### src/rtl/raster_pkg.sv
// Shared definitions for the raster scan generator / capture pair.
package raster_pkg;
    localparam int RASTER_W = 16;
    localparam int RASTER_H = 16;

    typedef logic [3:0] coord_t;

    typedef enum logic [1:0] {
        IDLE,
        CAPTURE,
        DONE
    } state_t;
endpackage

### src/rtl/raster_fb.sv
// Frame buffer: one write port, one registered read port (read-before-write).
module raster_fb #(
    parameter int DEPTH = 256,
    parameter int PIX_W = 8,
    parameter int AW    = 8
) (
    input  logic             clk,
    input  logic             reset,
    input  logic             wr_en,
    input  logic [AW-1:0]    wr_addr,
    input  logic [PIX_W-1:0] wr_data,
    input  logic [AW-1:0]    rd_addr,
    input  logic             rd_ok,
    output logic [PIX_W-1:0] rd_data
);
    logic [PIX_W-1:0] mem [DEPTH];

    // Pixel storage; contents deliberately survive reset.
    always_ff @(posedge clk) begin
        if (wr_en) mem[wr_addr] <= wr_data;
    end

    // Registered read; a same-cycle write to the same address is not visible yet.
    always_ff @(posedge clk or negedge reset) begin
        if (!reset) rd_data <= '0;
        else        rd_data <= rd_ok ? mem[rd_addr] : '0;
    end
endmodule

### src/rtl/raster_capture.sv
// Raster stream capture: tracks scan position, checks SOF/EOL markers,
// stores pixels into a frame buffer and holds the frame until acknowledged.
module raster_capture
    import raster_pkg::*;
#(
    parameter int WIDTH  = RASTER_W,
    parameter int HEIGHT = RASTER_H,
    parameter int PIX_W  = 8
) (
    input  logic             clk,
    input  logic             reset,
    input  logic             in_valid,
    output logic             in_ready,
    input  logic [PIX_W-1:0] in_data,
    input  logic             in_sof,
    input  logic             in_eol,
    output logic [3:0]       x,
    output logic [3:0]       y,
    output logic             frame_done,
    input  logic             frame_ack,
    output logic             sync_err,
    input  logic             clear_err,
    input  logic [3:0]       rd_x,
    input  logic [3:0]       rd_y,
    output logic [PIX_W-1:0] rd_data
);
    localparam int XW = (WIDTH  > 1) ? $clog2(WIDTH)  : 1;
    localparam int YW = (HEIGHT > 1) ? $clog2(HEIGHT) : 1;
    localparam int AW = $clog2(WIDTH * HEIGHT);
    localparam coord_t X_LAST = coord_t'(WIDTH - 1);
    localparam coord_t Y_LAST = coord_t'(HEIGHT - 1);

    state_t        state, state_nx;
    coord_t        x_nx, y_nx;
    logic          xfer, wr_en, err_set, done_set, rd_ok;
    logic [AW-1:0] wr_addr, rd_addr;

    assign in_ready = (state != DONE);
    assign xfer     = in_valid && in_ready;
    assign rd_addr  = AW'(int'(rd_y) * WIDTH + int'(rd_x));
    assign rd_ok    = ((32'(rd_x) >> XW) == 32'd0) && ((32'(rd_y) >> YW) == 32'd0);

    // Next position, state, write strobe and marker checks for the current beat.
    always_comb begin
        state_nx = state;
        x_nx     = x;
        y_nx     = y;
        wr_en    = 1'b0;
        wr_addr  = AW'(int'(y) * WIDTH + int'(x));
        err_set  = 1'b0;
        done_set = 1'b0;
        case (state)
            IDLE: begin
                // Only an SOF beat starts a frame; anything else is dropped silently.
                if (xfer && in_sof) begin
                    wr_en    = 1'b1;
                    wr_addr  = '0;
                    x_nx     = coord_t'(1);
                    y_nx     = '0;
                    state_nx = CAPTURE;
                end
            end
            CAPTURE: begin
                if (xfer) begin
                    wr_en = 1'b1;
                    if (in_sof) begin
                        // SOF always re-anchors the frame at the origin.
                        wr_addr = '0;
                        x_nx    = coord_t'(1);
                        y_nx    = '0;
                        err_set = (x != '0) || (y != '0);
                    end else begin
                        err_set = in_eol != (x == X_LAST);
                        if (in_eol || x == X_LAST) begin
                            x_nx = '0;
                            if (y == Y_LAST) begin
                                y_nx     = '0;
                                state_nx = DONE;
                                done_set = 1'b1;
                            end else begin
                                y_nx = y + 4'd1;
                            end
                        end else begin
                            x_nx = x + 4'd1;
                        end
                    end
                end
            end
            DONE: begin
                if (frame_ack) state_nx = IDLE;
            end
            default: state_nx = IDLE;
        endcase
    end

    // State, position, done pulse and sticky error registers.
    always_ff @(posedge clk or negedge reset) begin
        if (!reset) begin
            state      <= IDLE;
            x          <= '0;
            y          <= '0;
            frame_done <= 1'b0;
            sync_err   <= 1'b0;
        end else begin
            state      <= state_nx;
            x          <= x_nx;
            y          <= y_nx;
            frame_done <= done_set;
            if (err_set)        sync_err <= 1'b1;
            else if (clear_err) sync_err <= 1'b0;
        end
    end

    raster_fb #(
        .DEPTH (WIDTH * HEIGHT),
        .PIX_W (PIX_W),
        .AW    (AW)
    ) u_fb (
        .clk     (clk),
        .reset   (reset),
        .wr_en   (wr_en),
        .wr_addr (wr_addr),
        .wr_data (in_data),
        .rd_addr (rd_addr),
        .rd_ok   (rd_ok),
        .rd_data (rd_data)
    );
endmodule

### config.mk
export PLATFORM = sky130hd
export DESIGN_NAME = raster_capture
export DESIGN_NICKNAME = d
export VERILOG_FILES = /design/src/rtl/raster_pkg.sv /design/src/rtl/raster_fb.sv /design/src/rtl/raster_capture.sv
export SDC_FILE = /design/constraint.sdc
export NUM_CORES = 2
export LEC_CHECK = 0
export ABC_CLOCK_PERIOD_IN_PS = 2600
export BUFFER_PORTS_ARGS = -buffer_cell sky130_fd_sc_hd__buf_4
export CORE_ASPECT_RATIO = 0.9
export CORE_MARGIN = 2
export CORE_UTILIZATION = 45
export CTS_BUF_LIST = sky130_fd_sc_hd__clkbuf_8 sky130_fd_sc_hd__clkbuf_16
export DETAILED_ROUTE_END_ITERATION = 16
export HOLD_SLACK_MARGIN = 0.05
export PLACE_DENSITY = 0.64
export SYNTH_ARGS = -nofsm -noshare
export SYNTH_HDL_FRONTEND = slang
export SYNTH_HIERARCHICAL = 1
export SYNTH_SLANG_ARGS = --single-unit
### constraint.sdc
create_clock -name clk -period 2.6 [get_ports clk]
set_input_delay 0.26 -clock clk [delete_from_list [all_inputs] [get_ports clk]]
set_output_delay 0.26 -clock clk [all_outputs]
set_load 0.02 [all_outputs]
======== After elaboration in Yosys (flattened, before gate mapping) ========
Memory sizes are Yosys's and may differ from the RTL's. A register that Yosys moved wholly into a read port is not among the register bits.
Cells that the tools add are included.
storage, ports and cells
  flip-flop bits (word level) ............. 12
  memories kept ........................... 1
  output and inout port bits .............. 19
  input port bits ......................... 23
  bits in writable memories ............... 2048
  logic and storage cells ................. 73
operators by class
  add/subtract/negate cells ............... 4
  eq/ne operators ......................... 13
  reductions and logical operators ........ 13
  muxes and demuxes ....................... 37
memory list
  name      words  width  read ports  clocked after Yosys merged registers in  write ports  RTL line         RTL
  u_fb.mem  256    8      1           1                                        1            raster_fb.sv:16  logic [PIX_W-1:0] mem [DEPTH];
operator list
  kind                                                             number
  4-bit two-way mux                                                9
  8-bit two-way mux                                                3
  8-bit by 4-bit adder with 8-bit output                           2
  4-bit case mux with 2 select lines                               2
  8-bit case mux with 2 select lines                               1
  1-bit two-way mux                                                14
  2-bit inequality test, second input constant                     7
  2-bit two-way mux                                                6
  4-bit by 1-bit adder with 4-bit output, second input constant    2
  4-bit == test, second input constant                             2
  4-bit nonzero test                                               2
  2-bit case mux with 3 select lines                               1
  6-bit AND reduction                                              1
  4-bit AND reduction                                              1
  2-bit nonzero test                                               2
  3-bit inequality test, second input constant                     1
  3-bit AND reduction                                              1
  2-bit by 1-bit == test with 1-bit output, second input constant  1
  2-bit == test, second input constant                             1
  1-bit logical AND                                                2
  2-bit zero test                                                  1
  1-bit logical OR                                                 2
  1-bit case mux with 2 select lines                               1
  1-bit zero test                                                  1
  1-bit inequality test                                            1

======== Longest topological paths before layout ========
  depth in word-level cells ............... 7
  depth in mapped cells ................... 11
  mapped depth without buffers ............ 7

======== Hierarchy ========
Netlist, hierarchy kept.
modules (own cells, without submodules)
  module          area an instance (um^2)  times used  cells each  seq. area each (um^2)
  raster_fb       80903.8                  1           4034        61699.2
  raster_capture  803.3                    1           86          300.3

======== Worst setup path before layout ========
No wires, ideal clock.
  path kind ............................... register to register
  from .................................... register state[1]
  to ...................................... memory u_fb.mem[235][0] (enable)
  data required time ...................... 2.230 ns
  period minus slack after synthesis ...... 2.659 ns
  arrival time ............................ 2.289 ns
  library setup time ...................... 0.370 ns
  buffers on the path ..................... 4
  path slack .............................. -0.059 ns
  cell stages (with the launch flop) ...... 11
  cells stage by stage .................... dfrtp_1 > nor2b_1 > buf_2 > nand2_1 > and2_1 > clkbuf_1 > nor2b_1 > clkbuf_1 > nand4_1 > clkbuf_1 > nor2_1
between the ends
  elaborated cells between the ends (all ways) .. 13
  those cells by class .................... eq/ne: 2; mux: 8; reduce/logical: 3
RTL lines
  element                               RTL line               RTL
  start: declaration                    raster_capture.sv:33   state_t state, state_nx;
  start signal: assignment              raster_capture.sv:105  state <= state_nx;
  2-bit inequality test                 raster_capture.sv:38   assign in_ready = (state != DONE);
  1-bit logical AND                     raster_capture.sv:39   assign xfer = in_valid && in_ready;
  1-bit logical AND                     raster_capture.sv:55   if (xfer && in_sof) begin
  8-bit two-way mux                     raster_capture.sv:55
  8-bit case mux with 2 select lines *  raster_capture.sv:52   case (state)
  named net wr_addr[3]                  raster_capture.sv:36   logic [AW-1:0] wr_addr, rd_addr;
  end: declaration                      raster_fb.sv:16
The timed path passes the listed nets; every way through them passes the cells marked *.

======== Worst setup path after layout ========
  from .................................... register state[1]
  to ...................................... memory u_fb.mem[99][6] (enable)
Same word-level chain as after synthesis.

==> results.md <==
- Pins Over Slew Limit: 0
- # port buffers: 41
- Root Buffer: clkbuf_16
- CTS tree: built
- Crit share post-route: between 90% and 100%
- Main combinational cell family by area after synthesis: multiplexers
- Final std cells w/o fill: about 7600
- Layout cells sized above 1: roughly 30%
- Synth area leader: edfxtp_1
- CP Class: reg -> reg
- Syn-to-layout area delta: 19.75%
- Post-synthesis mux area share: between 10 and 15%
- Worst-margin pin slew: ~1.1 ns
- GPL Wtd Cong: 0.9527
- Die Wd: between 400 and 500 microns
- CP max stage delay: around 0.4 ns
- Ports: 42
- Setup TNS Final: 0 ns
- Avg Cell Area, Syn: ~20 sq um
- WL per Instance: roughly 30 microns
- Num CTS Buffers: between 150 and 200
- Unrepaired setup endpoints after global routing: yes
- FMAX: roughly 0.4 GHz
- FF-to-FF End: u_fb/mem[99][6]
- Final antenna-violating net count: 0
- Final WL: between 200000 and 250000 microns
- Static Leak: 33.28 nW
- Max Buffers Root-to-Sink: 3
- Mapped cell area: between 80000 and 90000 sq um
- Area share of xor/xnor cells in the synthesized design: 0%
- Area of the die: 185000 sq um
- Vias/cell: roughly 6.0
- FFs w/ async S/R, synth: less than 1%
- Synth Area in Simple Gates: between 3 and 4%
- Placed inst area: 91080 sq um
- Sequential fraction of the synthesis area: approximately three quarters
- Synth cell count leaders: edfxtp_1, nor2_1, mux2i_1
- Most common cell in the netlist: edfxtp_1
- Vias: 45670
- DRT Pass-1 Iters: 8
- #FFs+latches synth: 2068
- Worst skew pair latency: 0.85 ns
- Compound-cell area share of the yosys netlist: under 10%
- Fin util: 54.19%
- Final setup violation count: 0
- Core Area: 180500 sq um
- Worst-path cell chain: nor2b_4 -> nand2_2 -> and2_1 -> nor2_2 -> nand4_1 -> buf_4 -> buf_4 -> nor2_1 -> buf_4
- # rows: ~150
- Initial antenna violation count: 5
- Htree depth: 4
- Synth Warn #: 6
- Critical path's most frequent cell: buf_4
- Worst R2R Path Depth: 9
- WHS Path Cells: 1
- Critical path endpoint category: flip-flop
- Max_cap viols: 0
- Worst-path clk slew: roughly 0.06 ns
- Synth Area in Adders: less than 1%
- Primary FF master, synth: edfxtp_1
- First-pass GRT wire length: approximately 330000 microns
- Synth top area share: approximately three quarters
- Outcome: completed
- Critical Path Fanout Max: 10
- PD cells: 706.9 nW/um^2
- Slowest stage cell, crit path: dfrtp_1
- Final WS setup: around 0.029 ns
- Top post-synthesis cells by area: edfxtp_1, mux4_2, mux2i_1
- Required time of the worst setup path: approximately 3.2 ns
- Power Total: about 70 mW
- Maximum VDD drop: roughly 0.64 mV
- Tmin final: approximately 2.6 ns
- Hold Vio Cnt, Final: 0
- GRT Util Overall: ~25%
- Die height: approximately 400 microns
- Hold Path End: u_fb/mem[197][0]
- Startpoint types: flip-flop
- Count of different cell masters after synthesis: approximately 80
- Largest net degree at the start of global routing: 86
- Clk_skew: 0.04811 ns
- Vias in the first global route: 44470
- Total grt overflow: 0
- Flop2flop setup slack: a little under 0.03 ns
- Hold path startpoint: in_data[0]
- Arr. time, crit path: around 3.1 ns
- Fin nets: roughly 5000
- Placed insts: 7169
- Worst Hold Class: in -> reg
- Initial DRC count: 6696
- Residual DRC: 0
- Post-synth EDFFs: roughly 2000
- HPWL after DPL: around 160000 microns
- RR Startpoint: state[1]
- CTS Sinks: roughly 2100
- Design area: ~100000 sq um
- Min Hold Slack: around 0.075 ns
- Max_slew headroom: approximately a quarter
- Dpl ws: -0.6134 ns
- Initial core utilization: 45.26%
- Mapped Cells: between 4000 and 5000
worst max path at each step:
| stage | start | to | slack, ns |
|---|---|---|---|
| 2_1_floorplan | state[1] | u_fb/mem[235][0] | -0.06 |
| 3_3_place_gp | rd_x[0] | u_fb/rd_data[7] | -0.65 |
| 3_5_place_dp | rd_x[1] | u_fb/rd_data[0] | -0.61 |
| 4_1_cts | state[1] | u_fb/mem[219][6] | 0.01 |
| 5_1_grt | state[1] | u_fb/mem[29][1] | -0.04 |
| 6_report | state[1] | u_fb/mem[99][6] | 0.03 |
worst max-delay path: cells and delay by family (launching register included):
kind                   cells  cell delay [ns]
DFF                        1             0.41
buffers and inverters      3             0.67
and+or+nand+nor            6             1.21
per-layer routing:
layer	GRT usage, %	vias to the layer above	part of all wire, %	routed length (microns)
met1	36.35	23950	41	94200
met4	8.414	8	3.5	8004
met3	6.044	394	11	25370
met5	0	-	0.020	45
li1	-	18820	-	-
met2	36.38	2509	45	102900
layout make-up:
class | count | area, sq um
antenna | 1 | 2.502
multi-input combinational | 1791 | 18050
clock inverter | 160 | 1149
sequential | 2068 | 62000
tap | 2400 | 3003
inverter | 13 | 52.55
fill | 13800 | 82710
clock buffer | 202 | 5055
timing repair buffer | 928 | 8527
logic make-up after synthesis:
family                     Yosys count
other                                1
AOI/OAI and AO/OA                  437
DFF                               2068
and+or+nand+nor                    663
adders and majority gates            5
buffers and inverters              262
muxes                              684
where the power goes:
| group | internal (mW) | total (mW) | leakage (nW) | switching [mW] |
|---|---|---|---|---|
| Clock | 15.3 | 27.7 | 3.23 | 12.3 |
| Combinational | 1.78 | 4.68 | 11.4 | 2.90 |
| Sequential | 36.7 | 36.8 | 18.7 | 0.0812 |
sequential cells by signal (all words and copies together), names as in the netlist:
signal        cells
state             2
frame_done        1
u_fb/mem       2048
u_fb/rd_data      8
y                 4
x                 4
sync_err          1
repair_timing:
item / 4_1_cts / 5_1_grt
setup endpoints to repair: 1597 / 660
buffers inserted: 4 / 8
pin swaps: 1 / 3
gates cloned: 1 / 2
hold endpoints to repair: 321 / 0
gates resized for setup: 27 / 35
hold buffers: 16 / 0
layout by cell type (no fill, tap or decap), types with 6 or more instances in the layout:
cell | synthesis | final
and3_1 | 6 | 6
dfrtp_1 | 20 | 20
nor2b_1 | 14 | 9
nor2_4 | 0 | 6
nor2_1 | 319 | 274
clkinv_2 | 0 | 24
mux4_1 | 88 | 88
nor3_1 | 52 | 51
o22ai_1 | 88 | 88
a211oi_1 | 38 | 38
inv_1 | 12 | 64
a22oi_1 | 37 | 37
mux2i_1 | 313 | 313
a31oi_1 | 17 | 17
o221ai_1 | 73 | 73
o21ai_0 | 45 | 44
clkbuf_16 | 0 | 204
nor2_2 | 0 | 39
o211ai_1 | 13 | 13
clkinv_1 | 1 | 56
buf_4 | 17 | 775
buf_12 | 14 | 106
nor4_1 | 15 | 15
nand2_1 | 141 | 140
a21oi_1 | 81 | 80
clkbuf_8 | 5 | 8
and2_1 | 8 | 7
buf_6 | 17 | 19
a2111oi_0 | 11 | 11
edfxtp_1 | 2048 | 2048
nand4_1 | 20 | 20
dlygate4sd3_1 | 0 | 15
nand3_1 | 50 | 46
mux4_2 | 279 | 279
bufinv_16 | 0 | 13
No activity file was read; power rests on OpenSTA's default activity.
